## src/rtl/fifo_rd_ctrl.sv

```systemverilog
// ---------------------------------------------------------------------------
// fifo_rd_ctrl
//
// Read-side controller of the dual-clock FIFO. Everything here runs on r_clk.
// It brings the Gray write pointer across with a flop chain. It keeps the
// binary and Gray read pointers, and registers the empty flag, the
// almost-empty flag and the fill level.
//
// Parameters:
//   ADDR_W      memory address width (depth = 2**ADDR_W, pointers ADDR_W+1)
//   SYNC_STAGES flop stages on the incoming write pointer (2..4)
//   AE_LEVEL    r_almost_empty is high while level <= AE_LEVEL
//
// Ports:
//   r_clk          read clock
//   r_rst_n        asynchronous active-low reset
//   r_inc          read request
//   w_ptr          Gray write pointer from the write domain (asynchronous)
//   r_addr         registered memory read address
//   r_ptr          registered Gray read pointer, sent to the write domain
//   r_empty        registered empty flag
//   r_almost_empty registered level <= AE_LEVEL flag
//   r_level        registered number of readable words (0..2**ADDR_W)
//   r_underflow    one-cycle pulse after a read attempt while empty
//
// Optional feature: define FIFO_RD_UNDERFLOW_EN to build the underflow pulse
// register. Without it, r_underflow is tied to 0 and no logic is generated.
//
// Read handshake: r_inc is a request. It is accepted on a clock edge only
// when r_empty is 0 at that edge. There is no ready output. A request made
// while empty is dropped and leaves all read state unchanged.
// ---------------------------------------------------------------------------
module fifo_rd_ctrl #(
    parameter int unsigned ADDR_W      = 3,
    parameter int unsigned SYNC_STAGES = 2,
    parameter int unsigned AE_LEVEL    = 2
) (
    input  logic              r_clk,
    input  logic              r_rst_n,
    input  logic              r_inc,
    input  logic [ADDR_W:0]   w_ptr,
    output logic [ADDR_W-1:0] r_addr,
    output logic [ADDR_W:0]   r_ptr,
    output logic              r_empty,
    output logic              r_almost_empty,
    output logic [ADDR_W:0]   r_level,
    output logic              r_underflow
);

    localparam logic [ADDR_W:0] AE_THR = AE_LEVEL[ADDR_W:0];

    // Write-pointer synchronizer chain. Stage 0 is the metastability catcher.
    logic [ADDR_W:0] r_sync [SYNC_STAGES];
    logic [ADDR_W:0] w_rq_wptr;
    logic [ADDR_W:0] w_rq_wptr_bin;

    // Binary read pointer, one bit wider than the address. The extra MSB
    // tells full (difference 2**ADDR_W) apart from empty.
    logic [ADDR_W:0] r_bin;
    logic [ADDR_W:0] w_bin_next;
    logic [ADDR_W:0] w_ptr_next;
    logic [ADDR_W:0] w_level_next;
    logic            w_rd_en;

    always_ff @(posedge r_clk or negedge r_rst_n) begin
        if (!r_rst_n) begin
            for (int i = 0; i < int'(SYNC_STAGES); i++) begin
                r_sync[i] <= '0;
            end
        end else begin
            r_sync[0] <= w_ptr;
            for (int i = 1; i < int'(SYNC_STAGES); i++) begin
                r_sync[i] <= r_sync[i-1];
            end
        end
    end

    assign w_rq_wptr = r_sync[SYNC_STAGES-1];

    // Gray to binary: bin bit i is the XOR of all Gray bits from i up to MSB.
    always_comb begin
        w_rq_wptr_bin = '0;
        for (int i = 0; i <= int'(ADDR_W); i++) begin
            w_rq_wptr_bin[i] = ^(w_rq_wptr >> i);
        end
    end

    assign w_rd_en      = r_inc & ~r_empty;
    assign w_bin_next   = r_bin + {{ADDR_W{1'b0}}, w_rd_en};
    assign w_ptr_next   = w_bin_next ^ (w_bin_next >> 1);
    // Modulo subtraction. It stays correct across pointer wrap because both
    // operands carry the extra MSB.
    assign w_level_next = w_rq_wptr_bin - w_bin_next;

    always_ff @(posedge r_clk or negedge r_rst_n) begin
        if (!r_rst_n) begin
            r_bin          <= '0;
            r_ptr          <= '0;
            r_addr         <= '0;
            r_empty        <= 1'b1;
            r_almost_empty <= 1'b1;
            r_level        <= '0;
        end else begin
            r_bin          <= w_bin_next;
            r_ptr          <= w_ptr_next;
            r_addr         <= w_bin_next[ADDR_W-1:0];
            // The compare uses the Gray pointers. The synchronized write
            // pointer is never ahead of the real one, so empty can only be
            // pessimistic.
            r_empty        <= (w_ptr_next == w_rq_wptr);
            r_almost_empty <= (w_level_next <= AE_THR);
            r_level        <= w_level_next;
        end
    end

`ifdef FIFO_RD_UNDERFLOW_EN
    always_ff @(posedge r_clk or negedge r_rst_n) begin
        if (!r_rst_n) begin
            r_underflow <= 1'b0;
        end else begin
            r_underflow <= r_inc & r_empty;
        end
    end
`else
    assign r_underflow = 1'b0;
`endif

endmodule

```

## config.mk

```make
export PLATFORM = sky130hd
export DESIGN_NAME = fifo_rd_ctrl
export DESIGN_NICKNAME = d
export VERILOG_FILES = /design/src/rtl/fifo_rd_ctrl.sv
export SDC_FILE = /design/constraint.sdc
export NUM_CORES = 1
export LEC_CHECK = 0
export CAP_MARGIN = 0
export CORE_ASPECT_RATIO = 0.7
export CORE_UTILIZATION = 32
export DETAILED_ROUTE_END_ITERATION = 10
export MAX_ROUTING_LAYER = met4
export PLACE_DENSITY = 0.63
export SLEW_MARGIN = 15
export SYNTH_ARGS = -nofsm -noshare
export SYNTH_HDL_FRONTEND = slang
export SYNTH_SLANG_ARGS = --single-unit
export TNS_END_PERCENT = 20
```

## constraint.sdc

```tcl
create_clock -name r_clk -period 3.2 [get_ports r_clk]
set_input_delay 0.64 -clock r_clk [delete_from_list [all_inputs] [get_ports r_clk]]
set_output_delay 0.64 -clock r_clk [all_outputs]
set_load 0.01 [all_outputs]
```

==> results of run 1 <==
-- cells in the final DEF, fill, tap and decap left out, drive strengths merged, types with 2 or more instances in the layout --
cell type,instances
clkdlybuf4s50,19
clkbuf,3
inv,6
ha,5
nor2b,2
xor2,5
xnor2,9
dfstp,2
dfrtp,19
nand2,2
-- area by class of cell --
type / count / area [um^2]
clock inverters: 1 / 5.005
clock buffers: 3 / 41.29
fillers: 233 / 1374
well taps: 34 / 42.54
inverters: 6 / 22.52
repair buffers: 20 / 197.7
multi-input cells: 36 / 341.6
flip-flops and latches: 21 / 528.0
-- through the flow --
stage	setup WS [ns]	power, mW	area, um^2	utilization [%]
global route	0.3989	1.371	1179	46.18
global placement	0.3000	1.102	1132	44.36
detailed placement	0.2966	1.118	1132	44.36
CTS	0.5529	1.285	1179	46.18
floorplan	0.7068	0.8628	899.6	-
finish	0.5569	1.262	1179	46.18
-- cell families after synthesis --
family                     count (synthesis)
muxes                                      1
other                                      1
DFF                                       21
buffers and inverters                      7
and+or+nand+nor                           10
adders and majority gates                  6
AOI/OAI and AO/OA                          3
xor gates and xnor gates                  15
-- state kept, by name (all words and copies together) (netlist names) --
name	flops
r_addr	2
r_almost_empty	1
r_bin	2
r_empty	1
r_level	4
r_ptr	3
r_sync	4
w_rq_wptr	4
-- power by group --
group	internal, mW	switching [mW]
clock network	0.0864	0.0772
logic	0.375	0.313
registers	0.363	0.0467
total	0.825	0.437
-- critical path, cell delays in order --
cell and delay, ns:
clkdlybuf4s50_1 0.39, nor2b_1 0.13, ha_1 0.21, ha_1 0.26
xnor2_2 0.30, ha_1 0.30, o21ai_0 0.11, a21oi_1 0.13
or2_2 0.31
-- metal layers --
| layer | GRT usage [%] | vias up |
|---|---|---|
| met5 | - | - |
| met4 | 0 | 0 |
| met3 | 4.703 | 0 |
| met2 | 14.85 | 19 |
| met1 | 13.19 | 222 |
| li1 | - | 248 |
-- final timing paths --
| check | from | endpoint | depth (start not counted) |
|---|---|---|---|
| max | r_inc | r_level[3] | 9 |
| min in group asynchronous | r_rst_n | r_ptr[1] | 1 |
| max in group asynchronous | r_rst_n | w_rq_wptr[1] | 1 |
| min reg2reg | r_sync[5] | w_rq_wptr[1] | 0 |
| max reg2reg | r_empty | r_level[3] | 8 |
| min | r_sync[5] | w_rq_wptr[1] | 0 |
==> results_dict.tcl, run 1 <==
set metrics [dict create \
    core_area_mm2 0.002552 \
    maxCapViolations 0 \
    powerDensity_mw_per_mm2 1071 \
    syn_avg_cell_area_um2 14.06 \
    wl_met3_um 107 \
    cts_hold_buffers 0 \
    synth_cell_types 25 \
    netlist_area_um2 899.6 \
    synth-compound-area-share_pct 2.782 \
    drc_errors 0 \
    yosysTopAreaCell "dfrtp_1" \
    drive_gt1_share_pct 14.94 \
    worstMarginPinSlew_ns 0.8829 \
    synth_top_area_share_pct 52.85 \
    numCtsBuffers 3 \
    synth-seq-cells 21 \
    syn_nets 77 \
    synthAdderAreaFrac_pct 9.179 \
    tns_ns 0 \
    dpl.hpwl_um 1005 \
    fmax_ghz 0.3783 \
    min_period_ns 2.643 \
    p_leak_nw 0.5252 \
    antenna_found_initial 0 \
    cts_tree "yes" \
    ys_seq_area_share_pct 58.69 \
    synth_top_family_by_area "XOR/XNOR gates" \
    fp.dieH_um 46.36 \
    fin_skew_ns 0.005926 \
    antennaDiodeCount 0 \
    grt_pass1_wl_um 2056 \
    yosysMostFrequentCell "dfrtp_1" \
    top_layer_used "met3" \
    setup_viol 0 \
    min_path_type "reg -> reg" \
    port_buffers 19 \
    yosys.area_share.simple_pct 6.676 \
    grt_use_total_pct 9.966 \
    critPathArrivalTime_ns 2.78 \
    wl_per_cell_um 10.23 \
    post_cts_buffers 0 \
    initial_utilization_pct 35.25 \
    critPathKind "in -> reg" \
    wl_met1_um 604 \
    final_cells 121 \
    globalplace.congestion 0.7416 \
    drt-initial-drc-count 4 \
    fp.dieW_um 65.37 \
    grt_max_degree 22 \
    synth-async-reset-ratio_pct 100.0 \
    totalWireLength_um 1238 \
    synth.area.top_cells "dfrtp_1 53%, xnor2_1 7.8%, ha_1 7.0%" \
    hold_ws_ns 0.3529 \
    netlist_instances 64 \
    drt-pass1-iter-count 2 \
    cts_buffer_depth 2 \
    via_per_inst 4.041 \
    cp_max_fo 3 \
    fp-row-count 15 \
    ys_warn_count 0 \
    ant_nets 0 \
    overflow 0 \
    placed_cells 117 \
    syn2layout_area_growth_pct 31.02 \
    final_hold_viol_count 0 \
    max-slew-margin-rel_pct 40.95 \
    grt_pass1_vias 474 \
    wl_met2_um 526 \
    cts.clk_slew.worst_paths_ns 0.07 \
    ir_worst_vdd_uv 275.9 \
    nets 101 \
    cts_sinks 21 \
    cts_root_buf "clkbuf_8" \
    htree_levels 1 \
    io_pins 21 \
    synth-xor-area-share_pct 17.80 \
    die-area_mm2 0.003031 \
    synthTopCellsByCount "19 x dfrtp_1, 8 x xnor2_1, 5 x ha_1, 5 x inv_1, 4 x xor2_1" \
    cp-end-kind "flop" \
    worstPathRequired_ns 3.34 \
    rsz0062_at_grt "false" \
    vias 489 \
    clock_latency_ns 0.25 \
    synthMuxAreaShare_pct 1.113 \
    yosys_most_used_dff "dfrtp_1" \
    status "finished, final reports clean" \
    ctsResizeCount 0 \
    start_kind "primary input" \
    fin_crit_sh_pct 82.60 \
    r2r_setup_slack_ns 0.89 \
    synth_enable_flop_cells 0 \
    finalMaxSlewViolations 0 \
]
No activity file was read; power rests on OpenSTA's default activity.
==> inputs of run 2 (changes only) <==
--- a/config.mk
+++ b/config.mk
@@ -10,7 +10,7 @@
 export CORE_UTILIZATION = 32
 export DETAILED_ROUTE_END_ITERATION = 10
 export MAX_ROUTING_LAYER = met4
-export PLACE_DENSITY = 0.63
+export PLACE_DENSITY = 0.65
 export SLEW_MARGIN = 15
 export SYNTH_ARGS = -nofsm -noshare
 export SYNTH_HDL_FRONTEND = slang
==> constraint.sdc (replaced) <==
create_clock -name r_clk -period 2.16 [get_ports r_clk]
set_input_delay 0.432 -clock r_clk [delete_from_list [all_inputs] [get_ports r_clk]]
set_output_delay 0.432 -clock r_clk [all_outputs]
set_load 0.01 [all_outputs]
==> run 2 against run 1 <==
Compared with the run above:
- count of clock-buffer cells in the layout increased by 1
- cell count increased by 12%
- first-iteration DRC count increased to 3.3 times the previous value
- sequential cell count unchanged
- routed wire length increased by 34%
- die area unchanged
- via count increased by 15%
- sequential share of layout area decreased by 6.7 points
- largest cell class unchanged
- critical path depth decreased by 2
==> results_dict.tcl, run 2 (synthesized netlist as in run 1, its figures left out) <==
set metrics [dict create \
    status "finished, final reports clean" \
    total_power_mw 2.370 \
    port_buffers 19 \
    grt_pass1_wl_um 2484 \
    antenna_found_initial 0 \
    wl_per_cell_um 12.15 \
    cp_slowest_cell "dfstp_2" \
    cts_buffer_depth 2 \
    fp-row-count 15 \
    fin_skew_ns 0.002028 \
    fmax_ghz 0.4741 \
    syn2layout_area_growth_pct 54.24 \
    drt-pass1-iter-count 2 \
    critPathKind "reg -> reg" \
    via_per_inst 4.118 \
    overflow 0 \
    numCtsBuffers 3 \
    path_buf_inv 1 \
    min_path_type "reg -> reg" \
    ant_nets 0 \
    worstPathRequired_ns 2.32 \
    clock_latency_ns 0.25 \
    initial_utilization_pct 35.25 \
    final_hold_viol_count 0 \
    ir_worst_vdd_uv 567.2 \
    critPathMaxStageDelay_ns 0.53 \
    dpl.hpwl_um 1220 \
    p_leak_nw 0.6040 \
    hold_ws_ns 0.3492 \
    vias 560 \
    cts.clk_slew.worst_paths_ns 0.07 \
    fp.dieW_um 65.37 \
    critPathArrivalTime_ns 2.27 \
    maxCapViolations 0 \
    min_period_ns 2.109 \
    globalplace.congestion 0.7414 \
    drt-initial-drc-count 13 \
    critPathTopFamily "adder cells" \
    grt_max_degree 22 \
    setup_viol 0 \
    core_area_mm2 0.002552 \
    cp-end-kind "flop" \
    powerDensity_mw_per_mm2 1708 \
    mostFrequentLayoutCell "dfrtp_1" \
    drive_gt1_share_pct 41.18 \
    fin_crit_sh_pct 97.64 \
    rsz0062_at_grt "true" \
    cp_max_fo 2 \
    start_kind "flop" \
    antennaDiodeCount 0 \
    cts_tree "yes" \
    finalMaxSlewViolations 0 \
    totalWireLength_um 1653 \
    cts_sinks 21 \
    grt_pass1_vias 528 \
    cts_root_buf "clkbuf_8" \
    worstPathCellList "nor2b_1 -> ha_2 -> ha_4 -> buf_4 -> fa_2 -> xnor2_4 -> a2111oi_4" \
    nets 116 \
    htree_levels 1 \
    grt_use_total_pct 12.76 \
    final_cell_mix "19 x dfrtp_1, 18 x clkdlybuf4s50_1, 16 x buf_4, 6 x xnor2_1" \
    drc_errors 0 \
    die-area_mm2 0.003031 \
    fp.dieH_um 46.36 \
    io_pins 21 \
]
run 2: where the power goes:
group / switching, mW / leakage (nW) / internal (mW)
sequential: 0.0799 / 0.243 / 0.539
clock: 0.114 / 0.0228 / 0.131
combinational: 0.633 / 0.338 / 0.873
total: 0.827 / 0.604 / 1.54
run 2: metrics by stage:
step | TNS, ns | setup slack, ns | std cells | utilization [%] | instance area [um^2]
2_1_floorplan | 0 | 0.01857 | 64 | - | 914.6
3_3_place_gp | -1.060 | -0.3783 | 129 | 48.48 | 1237
3_5_place_dp | -1.135 | -0.3865 | 129 | 48.48 | 1237
4_1_cts | 0 | 0.01143 | 134 | 51.13 | 1305
5_1_grt | -0.04084 | -0.04084 | 136 | 54.36 | 1388
6_report | 0 | 0.05093 | 136 | 54.36 | 1388
run 2: layout make-up:
| cell class | instances | area, um^2 |
|---|---|---|
| inverter | 6 | 22.52 |
| tap | 34 | 42.54 |
| sequential | 21 | 528.0 |
| multi-input combinational | 36 | 440.4 |
| clock buffer | 4 | 45.04 |
| timing repair buffer | 35 | 309.0 |
| fill | 241 | 1165 |
run 2: worst paths after layout:
check                      startpoint             end  slack, ns  cells after the start
max                           r_empty  r_almost_empty       0.05                      7
min in group asynchronous     r_rst_n      r_level[3]       0.52                      2
min                         r_sync[5]    w_rq_wptr[1]       0.35                      0
max reg2reg                   r_empty  r_almost_empty       0.05                      7
max in group asynchronous     r_rst_n         r_empty       1.36                      2
min reg2reg                 r_sync[5]    w_rq_wptr[1]       0.35                      0
run 2: metal layers:
layer  track usage [%]  vias to the layer above  share of wire (%)
met5                 -                        -                  0
met4             5.217                        0                1.2
met3             5.198                        2                4.2
met2             19.18                       16                 50
met1             15.35                      269                 45
li1                  -                      273                  -
run 2: timing repair:
item | in CTS | in global routing
buffers inserted | 1 | 2
hold buffers | 0 | 0
setup endpoints to repair | 2 | 2
hold endpoints to repair | 0 | 0
pin swaps | 6 | 8
gates resized for setup | 4 | 13
